## src/rtl/neoprof_pkg.sv

```systemverilog
// Shared NeoProf definitions: profiler register offsets and the drain master state encoding.
package neoprof_pkg;

  // Register offsets inside the profiler AVMM window (read and write decode separately).
  localparam logic [31:0] REG_RD_NR_HP     = 32'h0000_0200;
  localparam logic [31:0] REG_RD_HP        = 32'h0000_0300;
  localparam logic [31:0] REG_SET_THRESHOLD = 32'h0000_0300;

  typedef enum logic [2:0] {
    ST_IDLE,
    ST_CFG_WR,
    ST_POLL_WAIT,
    ST_RD_NR,
    ST_RD_HP,
    ST_PUSH
  } drain_state_e;

  // Clamp the reported hot-page count to the per-poll burst limit.
  function automatic logic [31:0] cap_count(input logic [31:0] count, input logic [31:0] cap);
    return (count > cap) ? cap : count;
  endfunction

endpackage

```

## src/rtl/neoprof_hp_drain_master_if.sv

```systemverilog
// Profiler-side AVMM master bus plus the hot-page stream toward the migration engine.
interface neoprof_hp_drain_master_if #(
  parameter int KEY_WIDTH = 32
) ();
  logic [31:0]          avm_address;
  logic                 avm_read;
  logic                 avm_write;
  logic [31:0]          avm_writedata;
  logic [3:0]           avm_byteenable;
  logic [31:0]          avm_readdata;
  logic                 avm_readdatavalid;
  logic                 avm_waitrequest;
  logic [KEY_WIDTH-1:0] hp_data_o;
  logic                 hp_valid_o;
  logic                 hp_ready_i;

  modport master (
    output avm_address, avm_read, avm_write, avm_writedata, avm_byteenable,
    input  avm_readdata, avm_readdatavalid, avm_waitrequest,
    output hp_data_o, hp_valid_o,
    input  hp_ready_i
  );

  modport slave (
    input  avm_address, avm_read, avm_write, avm_writedata, avm_byteenable,
    output avm_readdata, avm_readdatavalid, avm_waitrequest,
    input  hp_data_o, hp_valid_o,
    output hp_ready_i
  );
endinterface

```

## src/rtl/neoprof_avmm_req.sv

```systemverilog
// Single-outstanding AVMM request/response engine with a stall/response timeout.
// The timer restarts when a request is launched and again when a read is accepted,
// so waitrequest and readdatavalid each get a full TIMEOUT_CYCLES budget.
module neoprof_avmm_req #(
  parameter int TIMEOUT_CYCLES = 256
) (
  input  logic        clk,
  input  logic        reset_n,
  input  logic        cmd_valid,
  input  logic        cmd_write,
  input  logic [31:0] cmd_addr,
  input  logic [31:0] cmd_wdata,
  output logic [31:0] avm_address,
  output logic        avm_read,
  output logic        avm_write,
  output logic [31:0] avm_writedata,
  input  logic [31:0] avm_readdata,
  input  logic        avm_readdatavalid,
  input  logic        avm_waitrequest,
  output logic        rsp_done,
  output logic [31:0] rsp_data,
  output logic        timeout
);

  localparam logic [31:0] TMR_LAST = 32'(TIMEOUT_CYCLES - 1);

  logic        rd_pending;
  logic [31:0] tmr;
  logic        req_active;
  logic        accepted;
  logic        rd_capture;
  logic        waiting;

  // Decode acceptance, response capture and timeout from the current bus state.
  always_comb begin
    req_active = avm_read | avm_write;
    accepted   = req_active & ~avm_waitrequest;
    rd_capture = avm_readdatavalid & ((avm_read & ~avm_waitrequest) | rd_pending);
    rsp_done   = (avm_write & ~avm_waitrequest) | rd_capture;
    rsp_data   = avm_readdata;
    waiting    = (req_active & avm_waitrequest) | (rd_pending & ~avm_readdatavalid);
    timeout    = waiting & (tmr == TMR_LAST);
  end

  // Launch, hold, retire or abandon the single outstanding transaction.
  always_ff @(posedge clk) begin
    if (!reset_n) begin
      avm_address   <= '0;
      avm_writedata <= '0;
      avm_read      <= 1'b0;
      avm_write     <= 1'b0;
      rd_pending    <= 1'b0;
      tmr           <= '0;
    end else if (cmd_valid) begin
      avm_address   <= cmd_addr;
      avm_writedata <= cmd_wdata;
      avm_read      <= ~cmd_write;
      avm_write     <= cmd_write;
      rd_pending    <= 1'b0;
      tmr           <= '0;
    end else if (timeout) begin
      avm_read   <= 1'b0;
      avm_write  <= 1'b0;
      rd_pending <= 1'b0;
      tmr        <= '0;
    end else if (accepted) begin
      avm_read   <= 1'b0;
      avm_write  <= 1'b0;
      rd_pending <= avm_read & ~avm_readdatavalid;
      tmr        <= '0;
    end else if (rd_pending & avm_readdatavalid) begin
      rd_pending <= 1'b0;
    end else if (waiting) begin
      tmr <= tmr + 32'd1;
    end
  end

endmodule

```

## src/rtl/neoprof_hp_drain_master.sv

```systemverilog
// Drains the NeoProf hot-page FIFO: optional threshold write, periodic count poll,
// one read per reported page, each page forwarded on a valid/ready stream.
module neoprof_hp_drain_master
  import neoprof_pkg::*;
#(
  parameter logic [31:0] BASE_ADDR      = 32'h0,
  parameter int          POLL_INTERVAL  = 1024,
  parameter int          MAX_BURST      = 64,
  parameter int          TIMEOUT_CYCLES = 256,
  parameter int          KEY_WIDTH      = 32
) (
  input  logic        clk,
  input  logic        reset_n,
  input  logic        start_i,
  input  logic        stop_i,
  input  logic        thr_wr_en_i,
  input  logic [31:0] thr_i,
  neoprof_hp_drain_master_if.master bus,
  output logic        busy_o,
  output logic [31:0] drained_cnt_o,
  output logic        timeout_err_o
);

  localparam logic [31:0] POLL_LAST = 32'(POLL_INTERVAL - 1);
  localparam logic [31:0] BURST_CAP = 32'(MAX_BURST);
  localparam logic [31:0] ADDR_NR   = BASE_ADDR + REG_RD_NR_HP;
  localparam logic [31:0] ADDR_HP   = BASE_ADDR + REG_RD_HP;
  localparam logic [31:0] ADDR_THR  = BASE_ADDR + REG_SET_THRESHOLD;

  drain_state_e         state;
  drain_state_e         state_nxt;
  logic [31:0]          poll_cnt;
  logic [31:0]          remaining;
  logic                 stop_pend;
  logic                 hp_defer;
  logic [KEY_WIDTH-1:0] hp_data;
  logic                 hp_valid;
  logic                 push_hs;
  logic                 cmd_valid;
  logic                 cmd_write;
  logic [31:0]          cmd_addr;
  logic [31:0]          cmd_wdata;
  logic                 rsp_done;
  logic [31:0]          rsp_data;
  logic                 req_timeout;

  neoprof_avmm_req #(
    .TIMEOUT_CYCLES(TIMEOUT_CYCLES)
  ) u_req (
    .clk              (clk),
    .reset_n          (reset_n),
    .cmd_valid        (cmd_valid),
    .cmd_write        (cmd_write),
    .cmd_addr         (cmd_addr),
    .cmd_wdata        (cmd_wdata),
    .avm_address      (bus.avm_address),
    .avm_read         (bus.avm_read),
    .avm_write        (bus.avm_write),
    .avm_writedata    (bus.avm_writedata),
    .avm_readdata     (bus.avm_readdata),
    .avm_readdatavalid(bus.avm_readdatavalid),
    .avm_waitrequest  (bus.avm_waitrequest),
    .rsp_done         (rsp_done),
    .rsp_data         (rsp_data),
    .timeout          (req_timeout)
  );

  assign bus.avm_byteenable = 4'hF;
  assign bus.hp_data_o      = hp_data;
  assign bus.hp_valid_o     = hp_valid;
  assign busy_o             = (state != ST_IDLE);
  assign push_hs            = (state == ST_PUSH) & bus.hp_ready_i;

  // Next state and request launch; the RD_HP read following a count poll is
  // launched one cycle late so the bus always sees the previous request drop.
  always_comb begin
    state_nxt = state;
    cmd_valid = 1'b0;
    cmd_write = 1'b0;
    cmd_addr  = ADDR_HP;
    cmd_wdata = 32'h0;
    case (state)
      ST_IDLE: begin
        if (start_i) begin
          if (thr_wr_en_i) begin
            state_nxt = ST_CFG_WR;
            cmd_valid = 1'b1;
            cmd_write = 1'b1;
            cmd_addr  = ADDR_THR;
            cmd_wdata = thr_i;
          end else begin
            state_nxt = ST_POLL_WAIT;
          end
        end
      end
      ST_CFG_WR: begin
        if (req_timeout)   state_nxt = ST_IDLE;
        else if (rsp_done) state_nxt = ST_POLL_WAIT;
      end
      ST_POLL_WAIT: begin
        if (stop_pend) begin
          state_nxt = ST_IDLE;
        end else if (poll_cnt == POLL_LAST) begin
          state_nxt = ST_RD_NR;
          cmd_valid = 1'b1;
          cmd_addr  = ADDR_NR;
        end
      end
      ST_RD_NR: begin
        if (req_timeout) begin
          state_nxt = ST_IDLE;
        end else if (rsp_done) begin
          if (cap_count(rsp_data, BURST_CAP) == 32'h0) state_nxt = ST_POLL_WAIT;
          else                                         state_nxt = ST_RD_HP;
        end
      end
      ST_RD_HP: begin
        cmd_valid = hp_defer;
        if (req_timeout)   state_nxt = ST_IDLE;
        else if (rsp_done) state_nxt = ST_PUSH;
      end
      ST_PUSH: begin
        if (bus.hp_ready_i) begin
          if (stop_pend) begin
            state_nxt = ST_IDLE;
          end else if (remaining == 32'd1) begin
            state_nxt = ST_POLL_WAIT;
          end else begin
            state_nxt = ST_RD_HP;
            cmd_valid = 1'b1;
          end
        end
      end
      default: state_nxt = ST_IDLE;
    endcase
  end

  // State register.
  always_ff @(posedge clk) begin
    if (!reset_n) state <= ST_IDLE;
    else          state <= state_nxt;
  end

  // Poll timer, burst bookkeeping, stream register, stop latch and status flags.
  always_ff @(posedge clk) begin
    if (!reset_n) begin
      poll_cnt      <= '0;
      remaining     <= '0;
      stop_pend     <= 1'b0;
      hp_defer      <= 1'b0;
      hp_data       <= '0;
      hp_valid      <= 1'b0;
      drained_cnt_o <= '0;
      timeout_err_o <= 1'b0;
    end else begin
      poll_cnt <= ((state == ST_POLL_WAIT) && (state_nxt == ST_POLL_WAIT)) ? poll_cnt + 32'd1 : 32'd0;
      hp_defer <= (state == ST_RD_NR) && (state_nxt == ST_RD_HP);
      if (state == ST_IDLE) stop_pend <= 1'b0;
      else if (stop_i)      stop_pend <= 1'b1;
      if ((state == ST_RD_NR) && rsp_done) remaining <= cap_count(rsp_data, BURST_CAP);
      if ((state == ST_RD_HP) && rsp_done) begin
        hp_data  <= rsp_data[KEY_WIDTH-1:0];
        hp_valid <= 1'b1;
      end
      if (push_hs) begin
        hp_valid  <= 1'b0;
        remaining <= remaining - 32'd1;
        if (drained_cnt_o != 32'hFFFF_FFFF) drained_cnt_o <= drained_cnt_o + 32'd1;
      end
      if ((state == ST_IDLE) && start_i) timeout_err_o <= 1'b0;
      else if (req_timeout)              timeout_err_o <= 1'b1;
    end
  end

endmodule

```

## src/flat_wrapper.sv

```systemverilog
// flat-port wrapper written by rule: the top's interface ports become plain ports
module neoprof_hp_drain_master_flat import neoprof_pkg::*;
#(
  parameter logic [31:0] BASE_ADDR      = 32'h0,
  parameter int          POLL_INTERVAL  = 1024,
  parameter int          MAX_BURST      = 64,
  parameter int          TIMEOUT_CYCLES = 256,
  parameter int          KEY_WIDTH      = 32
)
  (clk, reset_n, start_i, stop_i, thr_wr_en_i, thr_i, busy_o, drained_cnt_o, timeout_err_o, bus_avm_address, bus_avm_read, bus_avm_write, bus_avm_writedata, bus_avm_byteenable, bus_avm_readdata, bus_avm_readdatavalid, bus_avm_waitrequest, bus_hp_data_o, bus_hp_valid_o, bus_hp_ready_i);
  neoprof_hp_drain_master_if #(.KEY_WIDTH(KEY_WIDTH)) bus_i ();
  input  logic clk;
  input  logic reset_n;
  input  logic start_i;
  input  logic stop_i;
  input  logic thr_wr_en_i;
  input  logic [31:0] thr_i;
  output logic busy_o;
  output logic [31:0] drained_cnt_o;
  output logic timeout_err_o;
  output wire logic [$bits(bus_i.avm_address)-1:0] bus_avm_address;
  output wire logic [$bits(bus_i.avm_read)-1:0] bus_avm_read;
  output wire logic [$bits(bus_i.avm_write)-1:0] bus_avm_write;
  output wire logic [$bits(bus_i.avm_writedata)-1:0] bus_avm_writedata;
  output wire logic [$bits(bus_i.avm_byteenable)-1:0] bus_avm_byteenable;
  input wire logic [$bits(bus_i.avm_readdata)-1:0] bus_avm_readdata;
  input wire logic [$bits(bus_i.avm_readdatavalid)-1:0] bus_avm_readdatavalid;
  input wire logic [$bits(bus_i.avm_waitrequest)-1:0] bus_avm_waitrequest;
  output wire logic [$bits(bus_i.hp_data_o)-1:0] bus_hp_data_o;
  output wire logic [$bits(bus_i.hp_valid_o)-1:0] bus_hp_valid_o;
  input wire logic [$bits(bus_i.hp_ready_i)-1:0] bus_hp_ready_i;
  assign bus_avm_address = bus_i.avm_address;
  assign bus_avm_read = bus_i.avm_read;
  assign bus_avm_write = bus_i.avm_write;
  assign bus_avm_writedata = bus_i.avm_writedata;
  assign bus_avm_byteenable = bus_i.avm_byteenable;
  assign bus_i.avm_readdata = bus_avm_readdata;
  assign bus_i.avm_readdatavalid = bus_avm_readdatavalid;
  assign bus_i.avm_waitrequest = bus_avm_waitrequest;
  assign bus_hp_data_o = bus_i.hp_data_o;
  assign bus_hp_valid_o = bus_i.hp_valid_o;
  assign bus_i.hp_ready_i = bus_hp_ready_i;
  neoprof_hp_drain_master #(.BASE_ADDR(BASE_ADDR), .POLL_INTERVAL(POLL_INTERVAL), .MAX_BURST(MAX_BURST), .TIMEOUT_CYCLES(TIMEOUT_CYCLES), .KEY_WIDTH(KEY_WIDTH)) u_core (.clk(clk), .reset_n(reset_n), .start_i(start_i), .stop_i(stop_i), .thr_wr_en_i(thr_wr_en_i), .thr_i(thr_i), .bus(bus_i), .busy_o(busy_o), .drained_cnt_o(drained_cnt_o), .timeout_err_o(timeout_err_o));
endmodule
```

## config.mk

```make
export PLATFORM = sky130hd
export DESIGN_NAME = neoprof_hp_drain_master_flat
export DESIGN_NICKNAME = d
export VERILOG_FILES = /design/src/rtl/neoprof_pkg.sv /design/src/rtl/neoprof_hp_drain_master_if.sv /design/src/rtl/neoprof_avmm_req.sv /design/src/rtl/neoprof_hp_drain_master.sv /design/src/flat_wrapper.sv
export SDC_FILE = /design/constraint.sdc
export NUM_CORES = 1
export LEC_CHECK = 0
export BUFFER_PORTS_ARGS = -buffer_cell sky130_fd_sc_hd__buf_2
export CORE_MARGIN = 2
export CORE_UTILIZATION = 57
export CTS_BUF_LIST = sky130_fd_sc_hd__clkbuf_4 sky130_fd_sc_hd__clkbuf_8
export CTS_CLUSTER_DIAMETER = 60
export CTS_CLUSTER_SIZE = 30
export DETAILED_ROUTE_END_ITERATION = 6
export GPL_ROUTABILITY_DRIVEN = 0
export PLACE_DENSITY = 0.83
export SKIP_LAST_GASP = 1
export SYNTH_ARGS = -nofsm -noshare
export SYNTH_HDL_FRONTEND = slang
export SYNTH_SLANG_ARGS = --single-unit
```

## constraint.sdc

```tcl
create_clock -name clk -period 2.6 [get_ports clk]
set_input_delay 0.26 -clock clk [delete_from_list [all_inputs] [get_ports clk]]
set_output_delay 0.26 -clock clk [all_outputs]
set_load 0.005 [all_outputs]
```

Word-level counts from Yosys, hierarchy flattened
Cells that the tools add are included.
- bitwise operators: 19
- equality and inequality tests: 11
- mux-type cells: 39
- reduce and logical (&&, ||, !) cells: 19
- add/sub/neg operators: 4
- order comparisons: 1
- operators with widths (kind ; count):
    $mux 32 ; 8
    $add 32x1->32 const B ; 3
    $mux 3 ; 13
    $eq 32x1->1 const B ; 1
    $eq 32x10->1 const B ; 1
    $eq 32x8->1 const B ; 1
    $gt 32x7->1 const B ; 1
    $logic_not 32->1 ; 1
    $ne 32x32->1 const B ; 1
    $sub 32x1->32 const B ; 1
    $pmux 3 s6 ; 1
    $mux 1 ; 14
    $and 1x1->1 ; 10
    $eq 3x2->1 const B ; 3
    $eq 3x3->1 const B ; 3
    $mux 9 ; 1
    $reduce_and 2->1 ; 3
    $reduce_bool 3->1 ; 2
    $reduce_or 2->1 ; 3
    $logic_and 1x1->1 ; 5
    $not 1->1 ; 5
    $or 1x1->1 ; 4
    $pmux 1 s4 ; 1
    $reduce_bool 2->1 ; 2
    5 further kinds ; 5
- logic and storage cells: 108
- output and inout port bits: 137
- flip-flop bits (word level): 234
- bits of input ports: 72

Depth between registers and ports, before layout
- word-level depth: 11
- depth in mapped cells: 8
- depth with buffers taken out: 6

Cells and area by module
A second synthesis with hierarchy kept.
- cell total of the unflattened synthesis: 1290
- area, all modules: 11438.5 µm²
- by module, submodules not included (module ; area an instance (µm²) ; sequential area each (µm²) ; cells each ; instances):
    neoprof_hp_drain_master ; 6976.7 ; 2702.6 ; 842 ; 1
    neoprof_avmm_req ; 4461.8 ; 1981.9 ; 448 ; 1

Worst setup path before layout
Ideal clock, no wire load.
- path type: reg2reg
- start point: reg u_core.drained_cnt_o[0]
- end point: reg u_core.drained_cnt_o[13]
- required time: 2.485 ns
- path buffers: 1
- slack: 0.266 ns
- library setup time: 0.115 ns
- stages on the path, launching flop included: 8
- clock period less this slack: 2.334 ns
- arrival time: 2.220 ns
- cells stage by stage: dfxtp_1 -> ha_1 -> nand4_1 -> or4_1 -> o31ai_1 -> clkbuf_1 -> nor4_1 -> o21a_1
- word-level cells in the longest chain between the ends: 2
- elaborated cells on any way between the ends: 3
- those cells by class: add/sub: 1; eq/ne: 1; reduce/logical: 1
- ends and longest elaborated chain (item ; RTL line ; text):
    start, declared ; neoprof_hp_drain_master.sv:20 ; output logic [31:0] drained_cnt_o,
    start signal, assigned ; neoprof_hp_drain_master.sv:168 ; if (drained_cnt_o != 32'hFFFF_FFFF) drained_cnt_o <= drained_cnt_o + 32'd1;
    parallel branches: the longest is 2 deep, another holds $add 32x1->32 ; n/a ;
Several ways; the timed one is not identified.
A chain may end at the register's enable or synchronous reset.

Final worst setup path
- start point: in bus_avm_readdata[26]
- end point: reg u_core.poll_cnt[14]
- word-level cells in the longest chain between the ends: 10
- ends and longest elaborated chain (item ; RTL line ; text):
    start, declared ; flat_wrapper.sv:26 ; input wire logic [$bits(bus_i.avm_readdata)-1:0] bus_avm_readdata;
    $gt 32x7->1 ; neoprof_pkg.sv:20 ; return (count > cap) ? cap : count;
    $mux 32 (*) ; neoprof_pkg.sv:20 ;
    $logic_not 32->1 (*) ; neoprof_hp_drain_master.sv:113 ; if (cap_count(rsp_data, BURST_CAP) == 32'h0) state_nxt = ST_POLL_WAIT;
    $mux 3 (*) ; neoprof_hp_drain_master.sv:113 ;
    $mux 3 (*) ; neoprof_hp_drain_master.sv:112 ; end else if (rsp_done) begin
    $mux 3 (*) ; neoprof_hp_drain_master.sv:110 ; if (req_timeout) begin
    $pmux 3 s6 (*) ; neoprof_hp_drain_master.sv:82 ; case (state)
    $eq 3x2->1 (*) ; neoprof_hp_drain_master.sv:156 ; poll_cnt <= ((state == ST_POLL_WAIT) && (state_nxt == ST_POLL_WAIT)) ? poll_cnt + 32'd1 : 32'd0;
    $logic_and 1x1->1 (*) ; neoprof_hp_drain_master.sv:156 ;
    $reduce_and 2->1 (no line) (*) ; n/a ;
    end signal, assigned ; neoprof_hp_drain_master.sv:156 ;
    end, declared ; neoprof_hp_drain_master.sv:32 ; logic [31:0] poll_cnt;
Every way passes the cells marked *; elsewhere a longest branch is shown, timed or not.

==> results.toml <==
[min_path]
hp-class = "in -> reg"
hold_path.startpoint = "bus_avm_readdata[3]"

[power]
leakage_nw = 4.50
powerDensity_nw_per_um2 = 470
peakVddDrop_v = 0.000608
total_power_mw = 5.67

[timing]
period_needed_ns = 2.49
drv_slew = 0
finClkSkew_ns = 0.0532
tightest_slew_ns = 0.886
fin_ws_ns = 0.108
slew_headroom = 0.409
post-route-period-util = 0.959
tns_ns = 0
hold_viol = 0
setup_viol = 0
fmax_mhz = 401
rsz0062_at_grt = "false"

[drt]
vias = 9453
via_per_inst = 5.95
drtAntennaViolNets = 0
wl_per_cell_um = 16.7
first_pass_iters = 5
drc = 0
drt_iter0_drc = 693
drt-total-wl_um = 26500

[floorplan]
ios = 209
fp.dieH_um = 137
coreArea_sq_um = 17200
start_util = 0.581
die_x_um = 137
die_area_sq_um = 18700
num_rows = 48

[clock_tree]
cts_buffers = 15
post_cts_buffers = 0
clockBufferDepth = 3
clkLatencyLatePin_ns = 0.54
cts_root_buf = "clkbuf_8"
cts.clk_slew.worst_paths_ns = 0.11
clock-sinks = 204
tritoncts = "done"
htree_num_levels = 1

[logic_synthesis]
ys_types = 70
yosys_register_bits = 204
synthTopCellsByCount = "dfxtp_1, nand2_1, a21oi_1"
yosysWarnings = 0
synth_seq_area_share = 0.407
yosysMostFrequentCell = "dfxtp_1"
async_flop_share = 0
synth_area_sq_um = 10000
yosysTopAreaCellShare = 0.407
synth.avg_cell_area_sq_um = 8.85
synthTopCellsByArea = "dfxtp_1, nand2_1, a211oi_2, a21oi_1, xnor2_1"
synth_area_leader_cell = "dfxtp_1"
synth_ff_type = "dfxtp_1"
synthCells = 1132
synth_edf_count = 0

[placement]
place_area_sq_um = 11100
dp_hpwl_um = 16700
portBuffers = 174
dp.cells = 1500
dp_slack_ns = 0.0672

[critical_path]
worstPathMaxFanout = 33
start_kind = "input port"
critPathCaptureType = "flip-flop"
worst-setup-path-type = "in -> reg"
crit_arrival_ns = 2.92
rr_startpoint = "u_core.remaining[19]"
required_ns = 3.03
setup.worst_path.start = "bus_avm_readdata[26]"

[grt]
grt_util_all_layers = 0.277
grt_max_degree = 81
grt_pass1_vias = 8776
antenna_found_initial = 0
grt.overflow.total = 0
grt_pass1_wl_um = 42700

[layout]
area_growth_pct = 20.4
final_area_sq_um = 12100
layout-drive-gt1-share = 0.235
final_cells = 1589
antenna_cells = 0
layout.nets = 1433

[run_status]
status = "finished, final reports clean"

[job]
drv_cap = 0
## cell usage in the layout, fill, tap and decap left out, types with 5 or more instances in the layout
| cell | instances |
|---|---|
| a211oi_1 | 5 |
| a211oi_2 | 34 |
| a21oi_1 | 81 |
| a22o_1 | 32 |
| a31oi_1 | 9 |
| and2_1 | 8 |
| and3_1 | 16 |
| and4_1 | 15 |
| buf_2 | 174 |
| buf_4 | 34 |
| clkbuf_8 | 15 |
| conb_1 | 34 |
| dfxtp_1 | 204 |
| dlygate4sd3_1 | 64 |
| ha_1 | 5 |
| inv_1 | 14 |
| mux2i_1 | 12 |
| nand2_1 | 134 |
| nand2b_1 | 12 |
| nand3_1 | 57 |
| nand4_1 | 32 |
| nor2_1 | 37 |
| nor3_1 | 29 |
| nor3_2 | 26 |
| nor4_1 | 42 |
| o211ai_1 | 6 |
| o21a_1 | 7 |
| o21ai_0 | 28 |
| o31ai_1 | 13 |
| or2_2 | 6 |
| or3_1 | 23 |
| or4_1 | 24 |
| xnor2_1 | 40 |
| xor2_1 | 17 |
## through the flow
stage,util,hold WS [ns]
after floorplan,-,0.339
after global placement,0.642,0.440
after detailed placement,0.642,0.445
final,0.700,0.0269
after CTS,0.700,0.00310
after global routing,0.700,0.00664
## state kept, by name (all words and copies together), names as in the netlist
register,count
u_core.hp_defer,1
u_core.timeout_err_o,1
u_core.stop_pend,1
u_core.bus.hp_valid_o,1
u_core.bus.hp_data_o,32
u_core.u_req.avm_read,1
u_core.drained_cnt_o,32
u_core.poll_cnt,32
u_core.state,3
u_core.u_req.tmr,32
u_core.u_req.rd_pending,1
u_core.u_req.avm_write,1
u_core.u_req.avm_address,2
u_core.remaining,32
u_core.u_req.avm_writedata,32
## layer usage
| layer | track usage | up-vias | part of all wire |
|---|---|---|---|
| li1 | - | 4557 | - |
| met1 | 0.343 | 4494 | 0.42 |
| met2 | 0.484 | 345 | 0.49 |
| met3 | 0.0615 | 57 | 0.071 |
| met4 | 0.0787 | 0 | 0.025 |
| met5 | 0 | - | 0 |
## cells by family after synthesis
family | share of synthesized area
muxes | 0.0142
xor gates and xnor gates | 0.0498
and+or+nand+nor | 0.273
other | 0.000749
AOI/OAI and AO/OA | 0.186
DFF | 0.407
adders and majority gates | 0.00624
buffers and inverters | 0.0632
## power breakdown
| part | internal (mW) | total (mW) | switching (mW) |
|---|---|---|---|
| combinational | 0.214 | 0.508 | 0.294 |
| sequential | 3.16 | 3.19 | 0.0271 |
| clock | 0.812 | 1.97 | 1.16 |
## timing repair
| action | in CTS | in global routing |
|---|---|---|
| hold buffers | 64 | 0 |
| setup endpoints to repair | 0 | 58 |
| resized for setup | 0 | 1 |
| endpoints found under the hold margin | 64 | 0 |
## path summary, 6_finish.rpt
path / endpoint / slack (ns) / depth (start not counted)
worst min-delay path: u_core.bus.hp_data_o[3] / 0.03 / 3
worst max register to register: u_core.u_req.tmr[6] / 0.14 / 6
worst max-delay path: u_core.poll_cnt[14] / 0.11 / 9
worst min register to register: u_core.bus.hp_data_o[5] / 0.46 / 2
## worst max-delay path, cell delays in order
cell and delay (ns):
dlygate4sd3_1 0.56, buf_2 0.15, nor4_1 0.53, buf_4 0.21, nand3_1 0.09, or3_1 0.39, a211o_1 0.32, buf_12 0.20
a211oi_2 0.20
## final cells by class
cell class / instances / area, sq um
inverters: 15 / 56.3
fillers: 1280 / 5170
clock buffers: 15 / 206
flip-flops and latches: 204 / 4080
clock inverters: 10 / 145
well taps: 225 / 282
repair buffers: 276 / 1850
multi-input cells: 844 / 5440
Note: power is estimated with default switching activity, not from simulation.
